[src/rtl/tls_junction_ctrl.sv]
// Purpose: six-phase two-road junction sequencer (A_G,A_Y,AR1,B_G,B_Y,AR2) with programmable durations, ped shortening, emergency all-red.
// Latency: lamps/phase are a registered-state decode, visible right after the edge that changes state; durations apply from the edge after set.
// Backpressure: no handshake; hold freezes state and counter (ped requests still latch), emerg overrides hold, set overrides everything.
//
// Ports:
//   clk, reset (async active-low)  | set + gin/yin/arin : load durations and restart at AR2
//   hold, ped_req, emerg           | a_g/a_y/a_r, b_g/b_y/b_r : lamps, one per road
//   phase (0..6, 6 = EMERG)        | ped_pend : pedestrian request latched
module tls_junction_ctrl #(
  parameter int CW      = 4,
  parameter int DEF_G   = 8,
  parameter int DEF_Y   = 3,
  parameter int DEF_AR  = 1,
  parameter int PED_MIN = 2
) (
  input  logic          clk,
  input  logic          reset,
  input  logic          set,
  input  logic [CW-1:0] gin,
  input  logic [CW-1:0] yin,
  input  logic [CW-1:0] arin,
  input  logic          hold,
  input  logic          ped_req,
  input  logic          emerg,
  output logic          a_g,
  output logic          a_y,
  output logic          a_r,
  output logic          b_g,
  output logic          b_y,
  output logic          b_r,
  output logic [2:0]    phase,
  output logic          ped_pend
);

  typedef enum logic [2:0] {
    S_AG  = 3'd0,
    S_AY  = 3'd1,
    S_AR1 = 3'd2,
    S_BG  = 3'd3,
    S_BY  = 3'd4,
    S_AR2 = 3'd5,
    S_EM  = 3'd6
  } state_t;

  localparam logic [CW-1:0] ONE       = CW'(1);
  localparam logic [CW-1:0] PED_MIN_W = CW'(PED_MIN);

  state_t        state_q, state_d;
  logic [CW-1:0] cnt_q, cnt_d;
  logic [CW-1:0] g_q, g_d, y_q, y_d, ar_q, ar_d;
  logic          ped_q, ped_d;

  logic [CW-1:0] dur_raw, dur_eff, ped_lim;
  logic          is_last, ped_hit, clr;

  // Duration of the current phase; a programmed 0 behaves as 1 so every
  // phase occupies at least one cycle and the counter compare stays valid.
  always_comb begin
    dur_raw = ar_q;
    case (state_q)
      S_AG, S_BG: dur_raw = g_q;
      S_AY, S_BY: dur_raw = y_q;
      default:    dur_raw = ar_q;
    endcase
    dur_eff = (dur_raw == '0) ? ONE : dur_raw;
    ped_lim = (dur_eff < PED_MIN_W) ? dur_eff : PED_MIN_W;
    is_last = (cnt_q == dur_eff - ONE);
    // >= rather than == so a request latched late still ends green next edge
    ped_hit = ped_q && (cnt_q >= ped_lim - ONE);
  end

  always_comb begin
    state_d = state_q;
    cnt_d   = cnt_q;
    g_d     = g_q;
    y_d     = y_q;
    ar_d    = ar_q;
    clr     = 1'b0;
    if (set) begin
      g_d     = gin;
      y_d     = yin;
      ar_d    = arin;
      state_d = S_AR2;
      cnt_d   = '0;
    end else if (emerg) begin
      case (state_q)
        S_AG: begin state_d = S_AY; cnt_d = '0; clr = 1'b1; end
        S_BG: begin state_d = S_BY; cnt_d = '0; clr = 1'b1; end
        S_AY, S_BY: begin
          if (is_last) begin
            state_d = S_EM;
            cnt_d   = '0;
          end else begin
            cnt_d = cnt_q + ONE;
          end
        end
        default: begin state_d = S_EM; cnt_d = '0; end
      endcase
    end else if (!hold) begin
      case (state_q)
        S_EM: begin state_d = S_AR2; cnt_d = '0; end
        S_AG, S_BG: begin
          if (is_last || ped_hit) begin
            state_d = (state_q == S_AG) ? S_AY : S_BY;
            cnt_d   = '0;
            clr     = 1'b1;
          end else begin
            cnt_d = cnt_q + ONE;
          end
        end
        default: begin
          if (is_last) begin
            cnt_d = '0;
            case (state_q)
              S_AY:    state_d = S_AR1;
              S_AR1:   state_d = S_BG;
              S_BY:    state_d = S_AR2;
              default: state_d = S_AG;
            endcase
          end else begin
            cnt_d = cnt_q + ONE;
          end
        end
      endcase
    end
    // A request on the clearing edge survives and serves the next green.
    ped_d = set ? 1'b0 : (ped_req | (ped_q & ~clr));
  end

  always_ff @(posedge clk or negedge reset) begin
    if (!reset) begin
      state_q <= S_AR2;
      cnt_q   <= '0;
      g_q     <= CW'(DEF_G);
      y_q     <= CW'(DEF_Y);
      ar_q    <= CW'(DEF_AR);
      ped_q   <= 1'b0;
    end else begin
      state_q <= state_d;
      cnt_q   <= cnt_d;
      g_q     <= g_d;
      y_q     <= y_d;
      ar_q    <= ar_d;
      ped_q   <= ped_d;
    end
  end

  always_comb begin
    a_g = 1'b0; a_y = 1'b0; a_r = 1'b1;
    b_g = 1'b0; b_y = 1'b0; b_r = 1'b1;
    case (state_q)
      S_AG:    begin a_g = 1'b1; a_r = 1'b0; end
      S_AY:    begin a_y = 1'b1; a_r = 1'b0; end
      S_BG:    begin b_g = 1'b1; b_r = 1'b0; end
      S_BY:    begin b_y = 1'b1; b_r = 1'b0; end
      default: ;
    endcase
    phase    = state_q;
    ped_pend = ped_q;
  end

endmodule
[config.mk]
export PLATFORM = sky130hd
export DESIGN_NAME = tls_junction_ctrl
export DESIGN_NICKNAME = d
export VERILOG_FILES = /design/src/rtl/tls_junction_ctrl.sv
export SDC_FILE = /design/constraint.sdc
export NUM_CORES = 1
export LEC_CHECK = 0
export BUFFER_PORTS_ARGS = -buffer_cell sky130_fd_sc_hd__buf_2
export CAP_MARGIN = 5
export CORE_ASPECT_RATIO = 1.1
export CORE_MARGIN = 3
export CORE_UTILIZATION = 58
export DETAILED_ROUTE_END_ITERATION = 7
export MAX_ROUTING_LAYER = met4
export PLACE_DENSITY = 0.83
export SLEW_MARGIN = 15
export SYNTH_ARGS = -nofsm -noshare
export SYNTH_HDL_FRONTEND = slang
export SYNTH_SLANG_ARGS = --single-unit
[constraint.sdc]
create_clock -name clk -period 9.6 [get_ports clk]
set_input_delay 0.48 -clock clk [delete_from_list [all_inputs] [get_ports clk]]
set_output_delay 0.48 -clock clk [all_outputs]
set_load 0.02 [all_outputs]
==> impl_summary.md <==
Outcome
The run finished with clean final reports.

Pwr
The power after layout is about 0.46 mW. Dividing total power by cell area gives a power density of 293 nW/um^2. The worst ir drop on vdd is 0.000189 V. The analysis attributes to cell leakage a power of 0.729 nW.

Synth
The synthesized area per cell is 9.68 um^2. Counting flops and latches in the post-synthesis netlist gives 20. The share of synthesized area spent on multiplexers is approximately 15%. Ranked by total cell area, the synthesized netlist is headed by sky130_fd_sc_hd__dfrtp_1 25%, sky130_fd_sc_hd__dfstp_2 11%, sky130_fd_sc_hd__mux2_2 10%, sky130_fd_sc_hd__ha_1 6.2%, sky130_fd_sc_hd__nor2_1 4.3%.

The share of the synthesized area in the top cell type is 24.8%. The synthesized-area fraction occupied by ao, oa, aoi and oai cells is 21.5%. The netlist area before placement is 1410 um^2. The top flip-flop cell by instance count after synthesis is sky130_fd_sc_hd__dfrtp_1.

The simple-gate share of the synthesized area is 13.9%. The xor and xnor fraction of the mapped netlist area is under 10%. Counting every net in the synthesized netlist gives between 150 and 200. Of the total synthesized cell area, the portion taken by full adders, half adders and majority gates is 6.20%. Synthesis instantiated 47 different standard cells from the library. The async set-reset flop share out of synthesis is between 90% and 100%.

The largest area contributor in the synthesized netlist is sky130_fd_sc_hd__dfrtp_1. The main combinational cell family by area after synthesis is compound AO/OA/AOI/OAI gates. Counting every instance in the synthesized netlist gives 146. The proportion of synthesized chip area in sequential cells is a little over a third.

The synthesis warning total is 0. The synthesized design contains 0 enable-type register cells.

Floorplan
The floorplan has 18 rows. The placeable core region is 2270 um^2. In this run the count of I/O pins placed on the die edge is 28. The total die area is 3060 um^2. The initial core utilization is 62.1%. The floorplan die height is around 58 um.

In this run the horizontal extent of the chip is between 50 and 60 um.

Critical path
In this run the critical register-to-register path is captured at phase[1]. The data arrival time at the worst-slack endpoint is approximately 4.2 ns. Data on the critical path is required at its endpoint by 9.80 ns. The slowest cell on the critical path is sky130_fd_sc_hd__dfstp_2.

The worst reg-to-reg setup slack is 5.65 ns. The timing startpoint of the critical path is phase[0]. Walking the worst path, the cells encountered are nor2_1 > a22o_1 > a211oi_1 > nand2_1 > or2_2 > inv_2 > ha_1 > ha_1 > a21oi_1 > o21ai_1 > nand3_1 > o21ai_0 > nor2_1 > a21oi_4 > mux2_1. Measured in cells, the most critical reg-to-reg path has a length of 15.

The critical path in this run is classified as reg -> reg. STA classifies the critical path startpoint as a flop. The startpoint identified for the worst register-to-register timing path is phase[0]. Counting buffers and inverters, the worst setup path is 15 cells deep. The endpoint class of the critical path is a flop. The dominant delay contributor by cell family on the critical path is compound AO/OA/AOI/OAI gates.

Along the worst path, the maximum fanout reaches 21. On the worst path, the slowest cell contributes a delay of 0.81 ns. Together, buffers and inverters on the worst path number 1. The critical path ends at phase[1].

Drt
For this run, the detailed router's first-pass iteration total came to 4. For this block, the via count after detailed routing is ~1200. Wire segments on met2 add up to about 1500 um in the final route. The DRC violation count after routing is 0. The per-cell routed wire length is 15.3 um. The top routing layer in use is met4. The length of routed met3 wiring is 180 um. After detailed routing, the number of vias per cell comes to slightly below 6. Wires add up to 3040 um. The number of DRC markers after the initial detailed-route iteration is 41. In this run the remaining antenna-violating nets after routing total 0. The met1 wire length is 1300 um.

STA
Across all hold checks on the routed design, the worst slack comes to slightly below 0.1 ns. The final number of setup-violating endpoints is 0. The setup slack of the critical path after layout is 5.65 ns. The count of final hold-check violations was 0. The max-slew violation total from the final report is 0. The setup total negative slack is 0 ns.

The final critical-path share of the clock period is 41.2%. The clock period minus final worst setup slack is 3.95 ns. Setup repair after global routing left no endpoint under its margin. For the final database, setup skew stands at 0.00799 ns. Based on the critical path, the design can be clocked at up to 253 MHz.

Flow run
The max-capacitance violation count is 0.

Clocking
After clock tree synthesis, the clock-pin slew on the worst setup and hold paths is 0.12 ns. The clock network latency to the later pin of the worst-skew pair is about 0.3 ns. The maximum root-to-sink buffer count is 2. The level count of the clock H-tree is 1. Clock tree synthesis selected as its root buffer the cell sky130_fd_sc_hd__clkbuf_4. Counting the buffers created by CTS gives 3. CTS saw 20 sinks. Gates resized during post-CTS repair numbered 0. Post-CTS timing repair inserted 0 buffers for setup. Hold repair after CTS inserted 0 buffers. The TritonCTS clock tree is built.

Global routing
The global-route wire length before repair is 5200 um. In the global route stage, overall resource usage came out at 23.1%. The maximum number of pins on one net before global-route repair is 22. The number of antenna violations at the first check in global routing came to 0. Summed over all layers, the global routing overflow is 0. The number of global-route vias before repair is 1200.

Placement
OpenSTA, run right after detailed placement, puts the worst setup slack at 5.68 ns. Buffers placed on the I/O ports in this run total 27. The placed wire-length estimate after detailed placement is 2290 um.

The placed cell area is 1540 um^2. The congestion estimate from routability-driven global placement came to 0.899.

Final layout
After the last flow step, the layout net total stands at 195. With fillers left out, the area of the finished cells amounts to 1580 um^2. The synthesis-to-layout area growth is 11.8%. The count of antenna diodes in the layout is 0.

In the final layout, the share of cells above drive strength 1 is 32.0%.

Min path
The classification of the worst-slack hold path is in -> async.
==> per-layer routing <==
layer	GRT usage [%]	up-vias
met5	-	-
li1	-	581
met2	37.8	39
met3	4.11	4
met1	28.7	563
met4	7.30	0
==> worst min path at each step <==
stage	start	cells past startpoint	slack, ns	to
final	reset	1	0.1	ped_pend
after global routing	reset	1	0.12	ped_pend
after CTS	reset	1	0.12	cnt_q[2]
after detailed placement	reset	1	0.45	cnt_q[2]
after global placement	reset	1	0.44	cnt_q[2]
after floorplan	reset	0	0.18	ar_q[1]
==> power breakdown <==
part / switching, mW / internal [mW] / total, mW / leakage (nW)
registers: 0.0385 / 0.105 / 0.143 / 0.236
clock network: 0.0264 / 0.0231 / 0.0495 / 0.0210
logic: 0.150 / 0.120 / 0.270 / 0.471
==> sequential cells by signal, indices dropped and copies added, names as in the netlist <==
name      count
y_q           4
phase         3
ar_q          4
cnt_q         4
ped_pend      1
g_q           4
==> cells in the mapped netlist (3+ instances only) <==
master / instances
sky130_fd_sc_hd__nor2_1: 16
sky130_fd_sc_hd__dfrtp_1: 14
sky130_fd_sc_hd__mux2_2: 13
sky130_fd_sc_hd__a21oi_1: 7
sky130_fd_sc_hd__ha_1: 7
sky130_fd_sc_hd__nand2_1: 7
sky130_fd_sc_hd__dfstp_2: 6
sky130_fd_sc_hd__a211oi_1: 5
sky130_fd_sc_hd__a22o_1: 5
sky130_fd_sc_hd__mux2i_1: 5
sky130_fd_sc_hd__inv_1: 4
sky130_fd_sc_hd__xnor2_1: 4
sky130_fd_sc_hd__a21o_1: 3
sky130_fd_sc_hd__a32o_1: 3
sky130_fd_sc_hd__buf_4: 3
sky130_fd_sc_hd__clkbuf_1: 3
sky130_fd_sc_hd__nand2b_1: 3
sky130_fd_sc_hd__nand3_1: 3
sky130_fd_sc_hd__o21ai_0: 3
==> worst register-to-register path: stages, from the launching register on <==
cell	delay, ns
sky130_fd_sc_hd__dfstp_2	0.81
sky130_fd_sc_hd__nor2_1	0.20
sky130_fd_sc_hd__a22o_1	0.22
sky130_fd_sc_hd__a211oi_1	0.44
sky130_fd_sc_hd__nand2_1	0.12
sky130_fd_sc_hd__or2_2	0.33
sky130_fd_sc_hd__inv_2	0.07
sky130_fd_sc_hd__ha_1	0.22
sky130_fd_sc_hd__ha_1	0.27
sky130_fd_sc_hd__a21oi_1	0.06
sky130_fd_sc_hd__o21ai_1	0.18
sky130_fd_sc_hd__nand3_1	0.09
sky130_fd_sc_hd__o21ai_0	0.22
sky130_fd_sc_hd__nor2_1	0.11
sky130_fd_sc_hd__a21oi_4	0.19
sky130_fd_sc_hd__mux2_1	0.34
==> cells in the final DEF, fill, tap and decap left out, types with 2 or more instances in the layout <==
cell	synthesis	routed
sky130_fd_sc_hd__a211o_1	2	2
sky130_fd_sc_hd__a211oi_1	5	5
sky130_fd_sc_hd__a21o_1	3	3
sky130_fd_sc_hd__a21oi_1	7	7
sky130_fd_sc_hd__a22o_1	5	5
sky130_fd_sc_hd__a32o_1	3	3
sky130_fd_sc_hd__buf_2	1	27
sky130_fd_sc_hd__clkbuf_4	0	3
sky130_fd_sc_hd__dfrtp_1	14	14
sky130_fd_sc_hd__dfstp_2	6	6
sky130_fd_sc_hd__ha_1	7	7
sky130_fd_sc_hd__inv_1	4	4
sky130_fd_sc_hd__mux2_2	13	13
sky130_fd_sc_hd__mux2i_1	5	5
sky130_fd_sc_hd__nand2_1	7	7
sky130_fd_sc_hd__nand2b_1	3	3
sky130_fd_sc_hd__nand3_1	3	3
sky130_fd_sc_hd__nor2_1	16	16
sky130_fd_sc_hd__nor2b_1	2	2
sky130_fd_sc_hd__o21ai_0	3	3
sky130_fd_sc_hd__o21ai_1	2	2
sky130_fd_sc_hd__or2_1	2	2
sky130_fd_sc_hd__xnor2_1	4	4
==> cell type report <==
| cell class | instances | area [um^2] |
|---|---|---|
| multi-input combinational | 113 | 843 |
| fill | 191 | 696 |
| sequential | 20 | 508 |
| timing repair buffer | 27 | 135 |
| tap | 30 | 37.5 |
| clock buffer | 4 | 36.3 |
| inverter | 5 | 18.8 |
==> metrics by stage <==
stage	instances	util, %
after CTS	199	69.4
after global routing	199	69.4
final	199	69.4
after detailed placement	195	67.8
after global placement	195	67.8
after floorplan	146	-
==> cell families after synthesis <==
| family | Yosys count |
|---|---|
| muxes | 19 |
| adders and majority gates | 7 |
| buffers and inverters | 13 |
| AOI/OAI and AO/OA | 40 |
| and+or+nand+nor | 41 |
| xor gates and xnor gates | 5 |
| other | 1 |
| DFF | 20 |
(Power assumes the default switching activity.)
